## src/rtl/tl_master_arb_if.sv

```systemverilog
// Signal bundle between the two-requester TileLink arbiter and its surroundings:
// two requester A/D port pairs, the shared master A/D channel and status outputs.
interface tl_master_arb_if #(
   parameter int ADR_WIDTH = 32,
   parameter int BUS_SIZE  = 8
);
   localparam int DW = 8 * BUS_SIZE;

   logic                 r0_a_valid, r0_a_ready;
   logic [2:0]           r0_a_opcode;
   logic [3:0]           r0_a_size;
   logic                 r0_a_source;
   logic [ADR_WIDTH-1:0] r0_a_address;
   logic [BUS_SIZE-1:0]  r0_a_mask;
   logic [DW-1:0]        r0_a_data;

   logic                 r1_a_valid, r1_a_ready;
   logic [2:0]           r1_a_opcode;
   logic [3:0]           r1_a_size;
   logic                 r1_a_source;
   logic [ADR_WIDTH-1:0] r1_a_address;
   logic [BUS_SIZE-1:0]  r1_a_mask;
   logic [DW-1:0]        r1_a_data;

   logic                 r0_d_valid, r0_d_ready;
   logic [2:0]           r0_d_opcode;
   logic [3:0]           r0_d_size;
   logic                 r0_d_source, r0_d_denied, r0_d_corrupt;
   logic [DW-1:0]        r0_d_data;

   logic                 r1_d_valid, r1_d_ready;
   logic [2:0]           r1_d_opcode;
   logic [3:0]           r1_d_size;
   logic                 r1_d_source, r1_d_denied, r1_d_corrupt;
   logic [DW-1:0]        r1_d_data;

   logic                 tl_master_a_valid, tl_master_a_ready;
   logic [2:0]           tl_master_a_bits_opcode, tl_master_a_bits_param;
   logic [3:0]           tl_master_a_bits_size;
   logic [1:0]           tl_master_a_bits_source;
   logic [ADR_WIDTH-1:0] tl_master_a_bits_address;
   logic [BUS_SIZE-1:0]  tl_master_a_bits_mask;
   logic [DW-1:0]        tl_master_a_bits_data;
   logic                 tl_master_a_bits_corrupt;

   logic                 tl_master_d_valid, tl_master_d_ready;
   logic [2:0]           tl_master_d_bits_opcode;
   logic [1:0]           tl_master_d_bits_param;
   logic [3:0]           tl_master_d_bits_size;
   logic [1:0]           tl_master_d_bits_source, tl_master_d_bits_sink;
   logic                 tl_master_d_bits_denied, tl_master_d_bits_corrupt;
   logic [DW-1:0]        tl_master_d_bits_data;

   logic [1:0]           out0_cnt, out1_cnt;
   logic                 err;

   // Arbiter view
   modport master (
      input  r0_a_valid, r0_a_opcode, r0_a_size, r0_a_source, r0_a_address, r0_a_mask, r0_a_data,
      input  r1_a_valid, r1_a_opcode, r1_a_size, r1_a_source, r1_a_address, r1_a_mask, r1_a_data,
      output r0_a_ready, r1_a_ready,
      output r0_d_valid, r0_d_opcode, r0_d_size, r0_d_source, r0_d_denied, r0_d_data, r0_d_corrupt,
      output r1_d_valid, r1_d_opcode, r1_d_size, r1_d_source, r1_d_denied, r1_d_data, r1_d_corrupt,
      input  r0_d_ready, r1_d_ready,
      output tl_master_a_valid, tl_master_a_bits_opcode, tl_master_a_bits_param, tl_master_a_bits_size,
      output tl_master_a_bits_source, tl_master_a_bits_address, tl_master_a_bits_mask,
      output tl_master_a_bits_data, tl_master_a_bits_corrupt,
      input  tl_master_a_ready,
      input  tl_master_d_valid, tl_master_d_bits_opcode, tl_master_d_bits_param, tl_master_d_bits_size,
      input  tl_master_d_bits_source, tl_master_d_bits_sink, tl_master_d_bits_denied,
      input  tl_master_d_bits_data, tl_master_d_bits_corrupt,
      output tl_master_d_ready,
      output out0_cnt, out1_cnt, err
   );

   // Requester/slave view
   modport slave (
      output r0_a_valid, r0_a_opcode, r0_a_size, r0_a_source, r0_a_address, r0_a_mask, r0_a_data,
      output r1_a_valid, r1_a_opcode, r1_a_size, r1_a_source, r1_a_address, r1_a_mask, r1_a_data,
      input  r0_a_ready, r1_a_ready,
      input  r0_d_valid, r0_d_opcode, r0_d_size, r0_d_source, r0_d_denied, r0_d_data, r0_d_corrupt,
      input  r1_d_valid, r1_d_opcode, r1_d_size, r1_d_source, r1_d_denied, r1_d_data, r1_d_corrupt,
      output r0_d_ready, r1_d_ready,
      input  tl_master_a_valid, tl_master_a_bits_opcode, tl_master_a_bits_param, tl_master_a_bits_size,
      input  tl_master_a_bits_source, tl_master_a_bits_address, tl_master_a_bits_mask,
      input  tl_master_a_bits_data, tl_master_a_bits_corrupt,
      output tl_master_a_ready,
      output tl_master_d_valid, tl_master_d_bits_opcode, tl_master_d_bits_param, tl_master_d_bits_size,
      output tl_master_d_bits_source, tl_master_d_bits_sink, tl_master_d_bits_denied,
      output tl_master_d_bits_data, tl_master_d_bits_corrupt,
      input  tl_master_d_ready,
      input  out0_cnt, out1_cnt, err
   );
endinterface

```

## src/rtl/tl_master_arb.sv

```systemverilog
// Two-requester TileLink-UL A-channel arbiter with round-robin grant, per-requester
// outstanding limits, source-bit D routing and a sticky protocol-error flag.
module tl_master_arb #(
   parameter int ADR_WIDTH = 32,
   parameter int BUS_SIZE  = 8,
   parameter int MAX_OUT   = 2
) (
   input  logic            clock,
   input  logic            reset,
   tl_master_arb_if.master bus
);
   localparam int             DW       = 8 * BUS_SIZE;
   localparam logic [1:0]     MAX_CNT  = 2'(MAX_OUT);
   localparam logic [3:0]     MAX_SIZE = 4'($clog2(BUS_SIZE));

   typedef enum logic {ST_IDLE = 1'b0, ST_HOLD = 1'b1} state_t;

   state_t     r_state, w_state_next;
   logic       r_g, w_g_next;
   logic       r_p, w_p_next;
   logic [1:0] r_cnt [2];
   logic [1:0] w_cnt_next [2];
   logic       r_err, w_err_next;

   logic                 w_a_valid   [2];
   logic [2:0]           w_a_opcode  [2];
   logic [3:0]           w_a_size    [2];
   logic                 w_a_source  [2];
   logic [ADR_WIDTH-1:0] w_a_address [2];
   logic [BUS_SIZE-1:0]  w_a_mask    [2];
   logic [DW-1:0]        w_a_data    [2];
   logic                 w_d_ready   [2];

   assign w_a_valid[0]   = bus.r0_a_valid;
   assign w_a_opcode[0]  = bus.r0_a_opcode;
   assign w_a_size[0]    = bus.r0_a_size;
   assign w_a_source[0]  = bus.r0_a_source;
   assign w_a_address[0] = bus.r0_a_address;
   assign w_a_mask[0]    = bus.r0_a_mask;
   assign w_a_data[0]    = bus.r0_a_data;
   assign w_d_ready[0]   = bus.r0_d_ready;
   assign w_a_valid[1]   = bus.r1_a_valid;
   assign w_a_opcode[1]  = bus.r1_a_opcode;
   assign w_a_size[1]    = bus.r1_a_size;
   assign w_a_source[1]  = bus.r1_a_source;
   assign w_a_address[1] = bus.r1_a_address;
   assign w_a_mask[1]    = bus.r1_a_mask;
   assign w_a_data[1]    = bus.r1_a_data;
   assign w_d_ready[1]   = bus.r1_d_ready;

   logic w_a_fire, w_d_dst, w_d_fire, w_bad_req;
   logic w_elig [2];
   logic w_inc [2];
   logic w_dec [2];
   logic w_underflow [2];

   assign w_a_fire = (r_state == ST_HOLD) && bus.tl_master_a_ready;
   assign w_d_dst  = bus.tl_master_d_bits_source[1];
   assign w_d_fire = bus.tl_master_d_valid && bus.tl_master_d_ready;

   genvar gi;
   generate
      for (gi = 0; gi < 2; gi++) begin : g_req
         assign w_elig[gi]      = w_a_valid[gi] && (r_cnt[gi] < MAX_CNT);
         assign w_inc[gi]       = w_a_fire && (r_g == 1'(gi));
         assign w_dec[gi]       = w_d_fire && (w_d_dst == 1'(gi));
         assign w_underflow[gi] = w_dec[gi] && (r_cnt[gi] == 2'd0);
         // A decrement at zero is discarded, so a concurrent increment still counts.
         assign w_cnt_next[gi]  = (w_inc[gi] && (!w_dec[gi] || w_underflow[gi])) ? r_cnt[gi] + 2'd1 :
                                  (w_dec[gi] && !w_inc[gi] && !w_underflow[gi])  ? r_cnt[gi] - 2'd1 :
                                                                                   r_cnt[gi];
      end
   endgenerate

   // Only Get, PutFull and PutPartial fit within one beat of this bus.
   assign w_bad_req = w_a_fire &&
                      (!(w_a_opcode[r_g] == 3'd0 || w_a_opcode[r_g] == 3'd1 || w_a_opcode[r_g] == 3'd4) ||
                       (w_a_size[r_g] > MAX_SIZE));
   assign w_err_next = r_err || w_bad_req || w_underflow[0] || w_underflow[1];

   always_comb begin
      w_state_next = r_state;
      w_g_next     = r_g;
      w_p_next     = r_p;
      case (r_state)
         ST_IDLE: begin
            if (w_elig[0] || w_elig[1]) begin
               w_state_next = ST_HOLD;
               w_g_next     = (w_elig[0] && w_elig[1]) ? r_p : w_elig[1];
            end
         end
         ST_HOLD: begin
            if (bus.tl_master_a_ready) begin
               w_state_next = ST_IDLE;
               w_p_next     = ~r_g;
            end
         end
         default: w_state_next = ST_IDLE;
      endcase
   end

   always_ff @(posedge clock) begin
      if (reset) begin
         r_state  <= ST_IDLE;
         r_g      <= 1'b0;
         r_p      <= 1'b0;
         r_cnt[0] <= 2'd0;
         r_cnt[1] <= 2'd0;
         r_err    <= 1'b0;
      end else begin
         r_state  <= w_state_next;
         r_g      <= w_g_next;
         r_p      <= w_p_next;
         r_cnt[0] <= w_cnt_next[0];
         r_cnt[1] <= w_cnt_next[1];
         r_err    <= w_err_next;
      end
   end

   // Payload is not registered: the granted requester holds it stable through HOLD.
   assign bus.tl_master_a_valid        = (r_state == ST_HOLD);
   assign bus.tl_master_a_bits_opcode  = w_a_opcode[r_g];
   assign bus.tl_master_a_bits_param   = 3'd0;
   assign bus.tl_master_a_bits_size    = w_a_size[r_g];
   assign bus.tl_master_a_bits_source  = {r_g, w_a_source[r_g]};
   assign bus.tl_master_a_bits_address = w_a_address[r_g];
   assign bus.tl_master_a_bits_mask    = w_a_mask[r_g];
   assign bus.tl_master_a_bits_data    = w_a_data[r_g];
   assign bus.tl_master_a_bits_corrupt = 1'b0;
   assign bus.r0_a_ready               = w_a_fire && !r_g;
   assign bus.r1_a_ready               = w_a_fire && r_g;

   assign bus.tl_master_d_ready = w_d_ready[w_d_dst];
   assign bus.r0_d_valid        = bus.tl_master_d_valid && !w_d_dst;
   assign bus.r0_d_opcode       = bus.tl_master_d_bits_opcode;
   assign bus.r0_d_size         = bus.tl_master_d_bits_size;
   assign bus.r0_d_source       = bus.tl_master_d_bits_source[0];
   assign bus.r0_d_denied       = bus.tl_master_d_bits_denied;
   assign bus.r0_d_data         = bus.tl_master_d_bits_data;
   assign bus.r0_d_corrupt      = bus.tl_master_d_bits_corrupt;
   assign bus.r1_d_valid        = bus.tl_master_d_valid && w_d_dst;
   assign bus.r1_d_opcode       = bus.tl_master_d_bits_opcode;
   assign bus.r1_d_size         = bus.tl_master_d_bits_size;
   assign bus.r1_d_source       = bus.tl_master_d_bits_source[0];
   assign bus.r1_d_denied       = bus.tl_master_d_bits_denied;
   assign bus.r1_d_data         = bus.tl_master_d_bits_data;
   assign bus.r1_d_corrupt      = bus.tl_master_d_bits_corrupt;

   assign bus.out0_cnt = r_cnt[0];
   assign bus.out1_cnt = r_cnt[1];
   assign bus.err      = r_err;
endmodule

```

## src/flat_wrapper.sv

```systemverilog
// flat-port wrapper written by rule: the top's interface ports become plain ports
module tl_master_arb_flat 
#(
   parameter int ADR_WIDTH = 32,
   parameter int BUS_SIZE  = 8,
   parameter int MAX_OUT   = 2
)
  (clock, reset, bus_r0_a_valid, bus_r0_a_opcode, bus_r0_a_size, bus_r0_a_source, bus_r0_a_address, bus_r0_a_mask, bus_r0_a_data, bus_r1_a_valid, bus_r1_a_opcode, bus_r1_a_size, bus_r1_a_source, bus_r1_a_address, bus_r1_a_mask, bus_r1_a_data, bus_r0_a_ready, bus_r1_a_ready, bus_r0_d_valid, bus_r0_d_opcode, bus_r0_d_size, bus_r0_d_source, bus_r0_d_denied, bus_r0_d_data, bus_r0_d_corrupt, bus_r1_d_valid, bus_r1_d_opcode, bus_r1_d_size, bus_r1_d_source, bus_r1_d_denied, bus_r1_d_data, bus_r1_d_corrupt, bus_r0_d_ready, bus_r1_d_ready, bus_tl_master_a_valid, bus_tl_master_a_bits_opcode, bus_tl_master_a_bits_param, bus_tl_master_a_bits_size, bus_tl_master_a_bits_source, bus_tl_master_a_bits_address, bus_tl_master_a_bits_mask, bus_tl_master_a_bits_data, bus_tl_master_a_bits_corrupt, bus_tl_master_a_ready, bus_tl_master_d_valid, bus_tl_master_d_bits_opcode, bus_tl_master_d_bits_param, bus_tl_master_d_bits_size, bus_tl_master_d_bits_source, bus_tl_master_d_bits_sink, bus_tl_master_d_bits_denied, bus_tl_master_d_bits_data, bus_tl_master_d_bits_corrupt, bus_tl_master_d_ready, bus_out0_cnt, bus_out1_cnt, bus_err);
  tl_master_arb_if #(.ADR_WIDTH(ADR_WIDTH), .BUS_SIZE(BUS_SIZE)) bus_i ();
  input  logic clock;
  input  logic reset;
  input wire logic [$bits(bus_i.r0_a_valid)-1:0] bus_r0_a_valid;
  input wire logic [$bits(bus_i.r0_a_opcode)-1:0] bus_r0_a_opcode;
  input wire logic [$bits(bus_i.r0_a_size)-1:0] bus_r0_a_size;
  input wire logic [$bits(bus_i.r0_a_source)-1:0] bus_r0_a_source;
  input wire logic [$bits(bus_i.r0_a_address)-1:0] bus_r0_a_address;
  input wire logic [$bits(bus_i.r0_a_mask)-1:0] bus_r0_a_mask;
  input wire logic [$bits(bus_i.r0_a_data)-1:0] bus_r0_a_data;
  input wire logic [$bits(bus_i.r1_a_valid)-1:0] bus_r1_a_valid;
  input wire logic [$bits(bus_i.r1_a_opcode)-1:0] bus_r1_a_opcode;
  input wire logic [$bits(bus_i.r1_a_size)-1:0] bus_r1_a_size;
  input wire logic [$bits(bus_i.r1_a_source)-1:0] bus_r1_a_source;
  input wire logic [$bits(bus_i.r1_a_address)-1:0] bus_r1_a_address;
  input wire logic [$bits(bus_i.r1_a_mask)-1:0] bus_r1_a_mask;
  input wire logic [$bits(bus_i.r1_a_data)-1:0] bus_r1_a_data;
  output wire logic [$bits(bus_i.r0_a_ready)-1:0] bus_r0_a_ready;
  output wire logic [$bits(bus_i.r1_a_ready)-1:0] bus_r1_a_ready;
  output wire logic [$bits(bus_i.r0_d_valid)-1:0] bus_r0_d_valid;
  output wire logic [$bits(bus_i.r0_d_opcode)-1:0] bus_r0_d_opcode;
  output wire logic [$bits(bus_i.r0_d_size)-1:0] bus_r0_d_size;
  output wire logic [$bits(bus_i.r0_d_source)-1:0] bus_r0_d_source;
  output wire logic [$bits(bus_i.r0_d_denied)-1:0] bus_r0_d_denied;
  output wire logic [$bits(bus_i.r0_d_data)-1:0] bus_r0_d_data;
  output wire logic [$bits(bus_i.r0_d_corrupt)-1:0] bus_r0_d_corrupt;
  output wire logic [$bits(bus_i.r1_d_valid)-1:0] bus_r1_d_valid;
  output wire logic [$bits(bus_i.r1_d_opcode)-1:0] bus_r1_d_opcode;
  output wire logic [$bits(bus_i.r1_d_size)-1:0] bus_r1_d_size;
  output wire logic [$bits(bus_i.r1_d_source)-1:0] bus_r1_d_source;
  output wire logic [$bits(bus_i.r1_d_denied)-1:0] bus_r1_d_denied;
  output wire logic [$bits(bus_i.r1_d_data)-1:0] bus_r1_d_data;
  output wire logic [$bits(bus_i.r1_d_corrupt)-1:0] bus_r1_d_corrupt;
  input wire logic [$bits(bus_i.r0_d_ready)-1:0] bus_r0_d_ready;
  input wire logic [$bits(bus_i.r1_d_ready)-1:0] bus_r1_d_ready;
  output wire logic [$bits(bus_i.tl_master_a_valid)-1:0] bus_tl_master_a_valid;
  output wire logic [$bits(bus_i.tl_master_a_bits_opcode)-1:0] bus_tl_master_a_bits_opcode;
  output wire logic [$bits(bus_i.tl_master_a_bits_param)-1:0] bus_tl_master_a_bits_param;
  output wire logic [$bits(bus_i.tl_master_a_bits_size)-1:0] bus_tl_master_a_bits_size;
  output wire logic [$bits(bus_i.tl_master_a_bits_source)-1:0] bus_tl_master_a_bits_source;
  output wire logic [$bits(bus_i.tl_master_a_bits_address)-1:0] bus_tl_master_a_bits_address;
  output wire logic [$bits(bus_i.tl_master_a_bits_mask)-1:0] bus_tl_master_a_bits_mask;
  output wire logic [$bits(bus_i.tl_master_a_bits_data)-1:0] bus_tl_master_a_bits_data;
  output wire logic [$bits(bus_i.tl_master_a_bits_corrupt)-1:0] bus_tl_master_a_bits_corrupt;
  input wire logic [$bits(bus_i.tl_master_a_ready)-1:0] bus_tl_master_a_ready;
  input wire logic [$bits(bus_i.tl_master_d_valid)-1:0] bus_tl_master_d_valid;
  input wire logic [$bits(bus_i.tl_master_d_bits_opcode)-1:0] bus_tl_master_d_bits_opcode;
  input wire logic [$bits(bus_i.tl_master_d_bits_param)-1:0] bus_tl_master_d_bits_param;
  input wire logic [$bits(bus_i.tl_master_d_bits_size)-1:0] bus_tl_master_d_bits_size;
  input wire logic [$bits(bus_i.tl_master_d_bits_source)-1:0] bus_tl_master_d_bits_source;
  input wire logic [$bits(bus_i.tl_master_d_bits_sink)-1:0] bus_tl_master_d_bits_sink;
  input wire logic [$bits(bus_i.tl_master_d_bits_denied)-1:0] bus_tl_master_d_bits_denied;
  input wire logic [$bits(bus_i.tl_master_d_bits_data)-1:0] bus_tl_master_d_bits_data;
  input wire logic [$bits(bus_i.tl_master_d_bits_corrupt)-1:0] bus_tl_master_d_bits_corrupt;
  output wire logic [$bits(bus_i.tl_master_d_ready)-1:0] bus_tl_master_d_ready;
  output wire logic [$bits(bus_i.out0_cnt)-1:0] bus_out0_cnt;
  output wire logic [$bits(bus_i.out1_cnt)-1:0] bus_out1_cnt;
  output wire logic [$bits(bus_i.err)-1:0] bus_err;
  assign bus_i.r0_a_valid = bus_r0_a_valid;
  assign bus_i.r0_a_opcode = bus_r0_a_opcode;
  assign bus_i.r0_a_size = bus_r0_a_size;
  assign bus_i.r0_a_source = bus_r0_a_source;
  assign bus_i.r0_a_address = bus_r0_a_address;
  assign bus_i.r0_a_mask = bus_r0_a_mask;
  assign bus_i.r0_a_data = bus_r0_a_data;
  assign bus_i.r1_a_valid = bus_r1_a_valid;
  assign bus_i.r1_a_opcode = bus_r1_a_opcode;
  assign bus_i.r1_a_size = bus_r1_a_size;
  assign bus_i.r1_a_source = bus_r1_a_source;
  assign bus_i.r1_a_address = bus_r1_a_address;
  assign bus_i.r1_a_mask = bus_r1_a_mask;
  assign bus_i.r1_a_data = bus_r1_a_data;
  assign bus_r0_a_ready = bus_i.r0_a_ready;
  assign bus_r1_a_ready = bus_i.r1_a_ready;
  assign bus_r0_d_valid = bus_i.r0_d_valid;
  assign bus_r0_d_opcode = bus_i.r0_d_opcode;
  assign bus_r0_d_size = bus_i.r0_d_size;
  assign bus_r0_d_source = bus_i.r0_d_source;
  assign bus_r0_d_denied = bus_i.r0_d_denied;
  assign bus_r0_d_data = bus_i.r0_d_data;
  assign bus_r0_d_corrupt = bus_i.r0_d_corrupt;
  assign bus_r1_d_valid = bus_i.r1_d_valid;
  assign bus_r1_d_opcode = bus_i.r1_d_opcode;
  assign bus_r1_d_size = bus_i.r1_d_size;
  assign bus_r1_d_source = bus_i.r1_d_source;
  assign bus_r1_d_denied = bus_i.r1_d_denied;
  assign bus_r1_d_data = bus_i.r1_d_data;
  assign bus_r1_d_corrupt = bus_i.r1_d_corrupt;
  assign bus_i.r0_d_ready = bus_r0_d_ready;
  assign bus_i.r1_d_ready = bus_r1_d_ready;
  assign bus_tl_master_a_valid = bus_i.tl_master_a_valid;
  assign bus_tl_master_a_bits_opcode = bus_i.tl_master_a_bits_opcode;
  assign bus_tl_master_a_bits_param = bus_i.tl_master_a_bits_param;
  assign bus_tl_master_a_bits_size = bus_i.tl_master_a_bits_size;
  assign bus_tl_master_a_bits_source = bus_i.tl_master_a_bits_source;
  assign bus_tl_master_a_bits_address = bus_i.tl_master_a_bits_address;
  assign bus_tl_master_a_bits_mask = bus_i.tl_master_a_bits_mask;
  assign bus_tl_master_a_bits_data = bus_i.tl_master_a_bits_data;
  assign bus_tl_master_a_bits_corrupt = bus_i.tl_master_a_bits_corrupt;
  assign bus_i.tl_master_a_ready = bus_tl_master_a_ready;
  assign bus_i.tl_master_d_valid = bus_tl_master_d_valid;
  assign bus_i.tl_master_d_bits_opcode = bus_tl_master_d_bits_opcode;
  assign bus_i.tl_master_d_bits_param = bus_tl_master_d_bits_param;
  assign bus_i.tl_master_d_bits_size = bus_tl_master_d_bits_size;
  assign bus_i.tl_master_d_bits_source = bus_tl_master_d_bits_source;
  assign bus_i.tl_master_d_bits_sink = bus_tl_master_d_bits_sink;
  assign bus_i.tl_master_d_bits_denied = bus_tl_master_d_bits_denied;
  assign bus_i.tl_master_d_bits_data = bus_tl_master_d_bits_data;
  assign bus_i.tl_master_d_bits_corrupt = bus_tl_master_d_bits_corrupt;
  assign bus_tl_master_d_ready = bus_i.tl_master_d_ready;
  assign bus_out0_cnt = bus_i.out0_cnt;
  assign bus_out1_cnt = bus_i.out1_cnt;
  assign bus_err = bus_i.err;
  tl_master_arb #(.ADR_WIDTH(ADR_WIDTH), .BUS_SIZE(BUS_SIZE), .MAX_OUT(MAX_OUT)) u_core (.clock(clock), .reset(reset), .bus(bus_i));
endmodule
```

## config.mk

```make
export PLATFORM = sky130hd
export DESIGN_NAME = tl_master_arb_flat
export DESIGN_NICKNAME = d
export VERILOG_FILES = /design/src/rtl/tl_master_arb_if.sv /design/src/rtl/tl_master_arb.sv /design/src/flat_wrapper.sv
export SDC_FILE = /design/constraint.sdc
export NUM_CORES = 1
export LEC_CHECK = 0
export ABC_AREA = 1
export CAP_MARGIN = 25
export CORE_AREA = 2 2 231 233
export CTS_CLUSTER_DIAMETER = 100
export DETAILED_ROUTE_END_ITERATION = 7
export DIE_AREA = 0 0 233 235
export PLACE_DENSITY = 0.32
export RECOVER_POWER = 25
export SLEW_MARGIN = 20
export SYNTH_ARGS = -nofsm -noshare
export SYNTH_HDL_FRONTEND = slang
export SYNTH_SLANG_ARGS = --single-unit
export TNS_END_PERCENT = 50
```

## constraint.sdc

```tcl
create_clock -name clock -period 1.2 [get_ports clock]
set_input_delay 0.3 -clock clock [delete_from_list [all_inputs] [get_ports clock]]
set_output_delay 0.3 -clock clock [all_outputs]
set_load 0.1 [all_outputs]
```

==> qor.csv <==
stage,metric,value,unit
clock_network,CTS Buf Count,3,
drt,DRC Markers,0,
worst_setup_path,Arrival @ worst endpoint,1.44,ns
logic_synthesis,Post-synth EDFFs,0,
sta,setup slack after layout,-0.540,ns
cells_and_area,filler-free cell count of the finished design,1552,
sta,RSZ-0062 raised after global routing,true,
cells_and_area,# diodes,0,
clock_network,"CTS clk-pin slew, worst paths",0.04,ns
logic_synthesis,top_reg_cell synth,dfxtp_1,
floorplan,I/O pin count,587,
drt,vias,4444,
floorplan,die area,54800,um2
placed_design,Final HPWL DP,18300,um
job,Max-Cap Viols,0,
global_route,largest net degree at the start of global routing,39,
floorplan,# rows,84,
floorplan,core footprint,52200,um2
clock_network,Root Driver,clkbuf_16,
clock_network,clk buf depth,2,
logic_synthesis,Syn Inst Count,590,
global_route,met2 global-route usage,13.2,%
cells_and_area,share of cells above drive strength 1,48.8,%
power_and_ir_drop,overall power,8240,uW
cells_and_area,filler cell count,5740,
logic_synthesis,Avg Inst Size Synth,5.15,um2
global_route,grt peak-use layer,met2,
sta,final hold vios,0,
power_and_ir_drop,Leak,0.00418,uW
sta,Max Slew Vio Count,0,
drt,Routed Antenna Nets,0,
power_and_ir_drop,Power Density,812,nW/um2
cells_and_area,"most common cell after layout, fill and taps aside",clkdlybuf4s50_1,
logic_synthesis,Synth Cell Area,3040,um2
outcome,failing checks,negative setup slack,
global_route,Total GRT Usage,7.21,%
worst_setup_path,crit end category,primary output,
placed_design,GP Congestion,0.737,
worst_setup_path,Worst Path Required,0.90,ns
logic_synthesis,Synth async-reset ratio,0,%
drt,via density per instance,2.86,
cells_and_area,most frequent cells in the layout,"clkdlybuf4s50_1 (228), nand2_1 (160), buf_12 (137)",
floorplan,Die W,233,um
sta,Fmax,575,MHz
drt,DRT iter0 DRCs,99,
clock_network,H-tree depth,1,
clock_network,Clock Sinks,8,
clock_network,CTS Hold Bufs,0,
sta,Setup Viol. Count Final,120,
global_route,GR Util met3,2.95,%
logic_synthesis,post-synthesis cell type count,19,
clock_network,TritonCTS clock tree,yes,
cells_and_area,Seq. cell area,169,um2
sta,"Period Utilization, post-route",145,%
power_and_ir_drop,worst IR drop on VDD,0.376,mV
global_route,grt total ovfl,0,
logic_synthesis,Yosys reg bits,8,
placed_design,dpl cells,1541,
outcome,status,"complete, but fails checks",
sta,setup TNS,-56.56,ns
drt,Detailed Routing Iterations Pass 1,4,
cells_and_area,area grow syn2layout,234,%
global_route,first-pass GRT wire length,29600,um
sta,clock skew,0.00350,ns
placed_design,Port Buf Inserts,356,
drt,wire per inst,13.7,um
min_path,Hold Crit Class,input pin to register,
sta,Final min period,1.74,ns
logic_synthesis,Ys Warns,0,
drt,final wirelength,21200,um
worst_setup_path,WS Path Type,register to primary output,
cells_and_area,Multi-input gate area,3180,um2
clock_network,worst-skew pair later-pin latency,0.23,ns
floorplan,die height,235,um
global_route,initial antenna violation count,2,
worst_setup_path,CP max FO,8,
global_route,GRT met1 Usage,7.51,%
floorplan,Starting Density,5.81,%
worst_setup_path,crit path launch type,register,
logic_synthesis,post-synthesis sequential area ratio,5.27,%
global_route,number of global-route vias before repair,4559,
cells_and_area,# nets final,1176,
## cell usage after synthesis (3+ instances only)
library cell  count  area share [%]
a21oi_1           5            0.82
buf_2            19             3.1
buf_4           156              39
buf_6             3             1.1
dfxtp_1           8             5.3
inv_1            15             1.9
nand2_1         348              43
nand2_2           3            0.62
nand3_1           7             1.2
nor2_1            8            0.99
o21ai_0           8             1.3
## repair_timing
item                                    CTS  global route
endpoints found under the hold margin     0             0
pin swaps                                10            12
gates resized for setup                  99            57
endpoints found under the setup margin  126           125
cloned                                    2             0
setup buffers                             5             0
## area by class of cell
type,instances,area share (%)
multi-input cells,391,31.4
flip-flops and latches,8,1.67
repair buffers,445,57.0
inverters,16,0.691
well taps,688,8.49
clock buffers,4,0.777
## registers in the layout, indices dropped and copies added, names as in the netlist
name / flops
u_core.bus.tl_master_a_valid: 1
u_core.r_cnt: 4
u_core.bus.err: 1
u_core.r_g: 1
u_core.r_p: 1
## report_power, final
part	internal (uW)	switching, uW
sequential	283	25.7
combinational	2960	4390
clock	443	135
total	3680	4550
## worst paths after layout
path	start	end	cells past startpoint	slack (ns)
hold / removal	bus_tl_master_d_valid	u_core.r_cnt[0][0]$_SDFFE_PP0P_	5	0.50
setup / recovery	u_core.r_g$_SDFFE_PP0P_	bus_tl_master_a_bits_data[46]	6	-0.54
setup reg to reg	u_core.r_g$_SDFFE_PP0P_	u_core.bus.err$_SDFF_PP0_	8	-0.18
hold reg to reg	u_core.r_p$_SDFFE_PP0P_	u_core.r_p$_SDFFE_PP0P_	2	0.53
## cell families after synthesis
kind of cell / Yosys count / share of synthesized area [%]
and+or+nand+nor: 369 / 46.5
buffers and inverters: 194 / 45.0
AOI/OAI and AO/OA: 18 / 3.17
DFF: 8 / 5.27
other: 1 / 0.123
## metrics by stage
stage | worst slack, ns | area, um2 | util, % | hold WS (ns)
CTS | -0.587 | 9960 | 19.1 | 0.502
global placement | -0.508 | 9530 | 18.2 | 0.520
floorplan | -0.600 | 4460 | - | 0.362
global route | -0.603 | 10100 | 19.4 | 0.547
detailed placement | -0.500 | 9530 | 18.2 | 0.520
finish | -0.540 | 10100 | 19.4 | 0.499
## per-layer routing
metal / up-vias / part of all wire [%]
met4: 2 / 2.9
met3: 56 / 13
met2: 337 / 49
li1: 2159 / -
met5: - / 0.061
met1: 1890 / 35
## worst max-delay path, stage by stage, from the launching register on
cell	delay [ns]
dfxtp_4	0.43
buf_12	0.18
buf_12	0.14
buf_12	0.14
nand2_1	0.06
nand2_2	0.07
buf_12	0.17
Power figures use the tool's default switching activity.
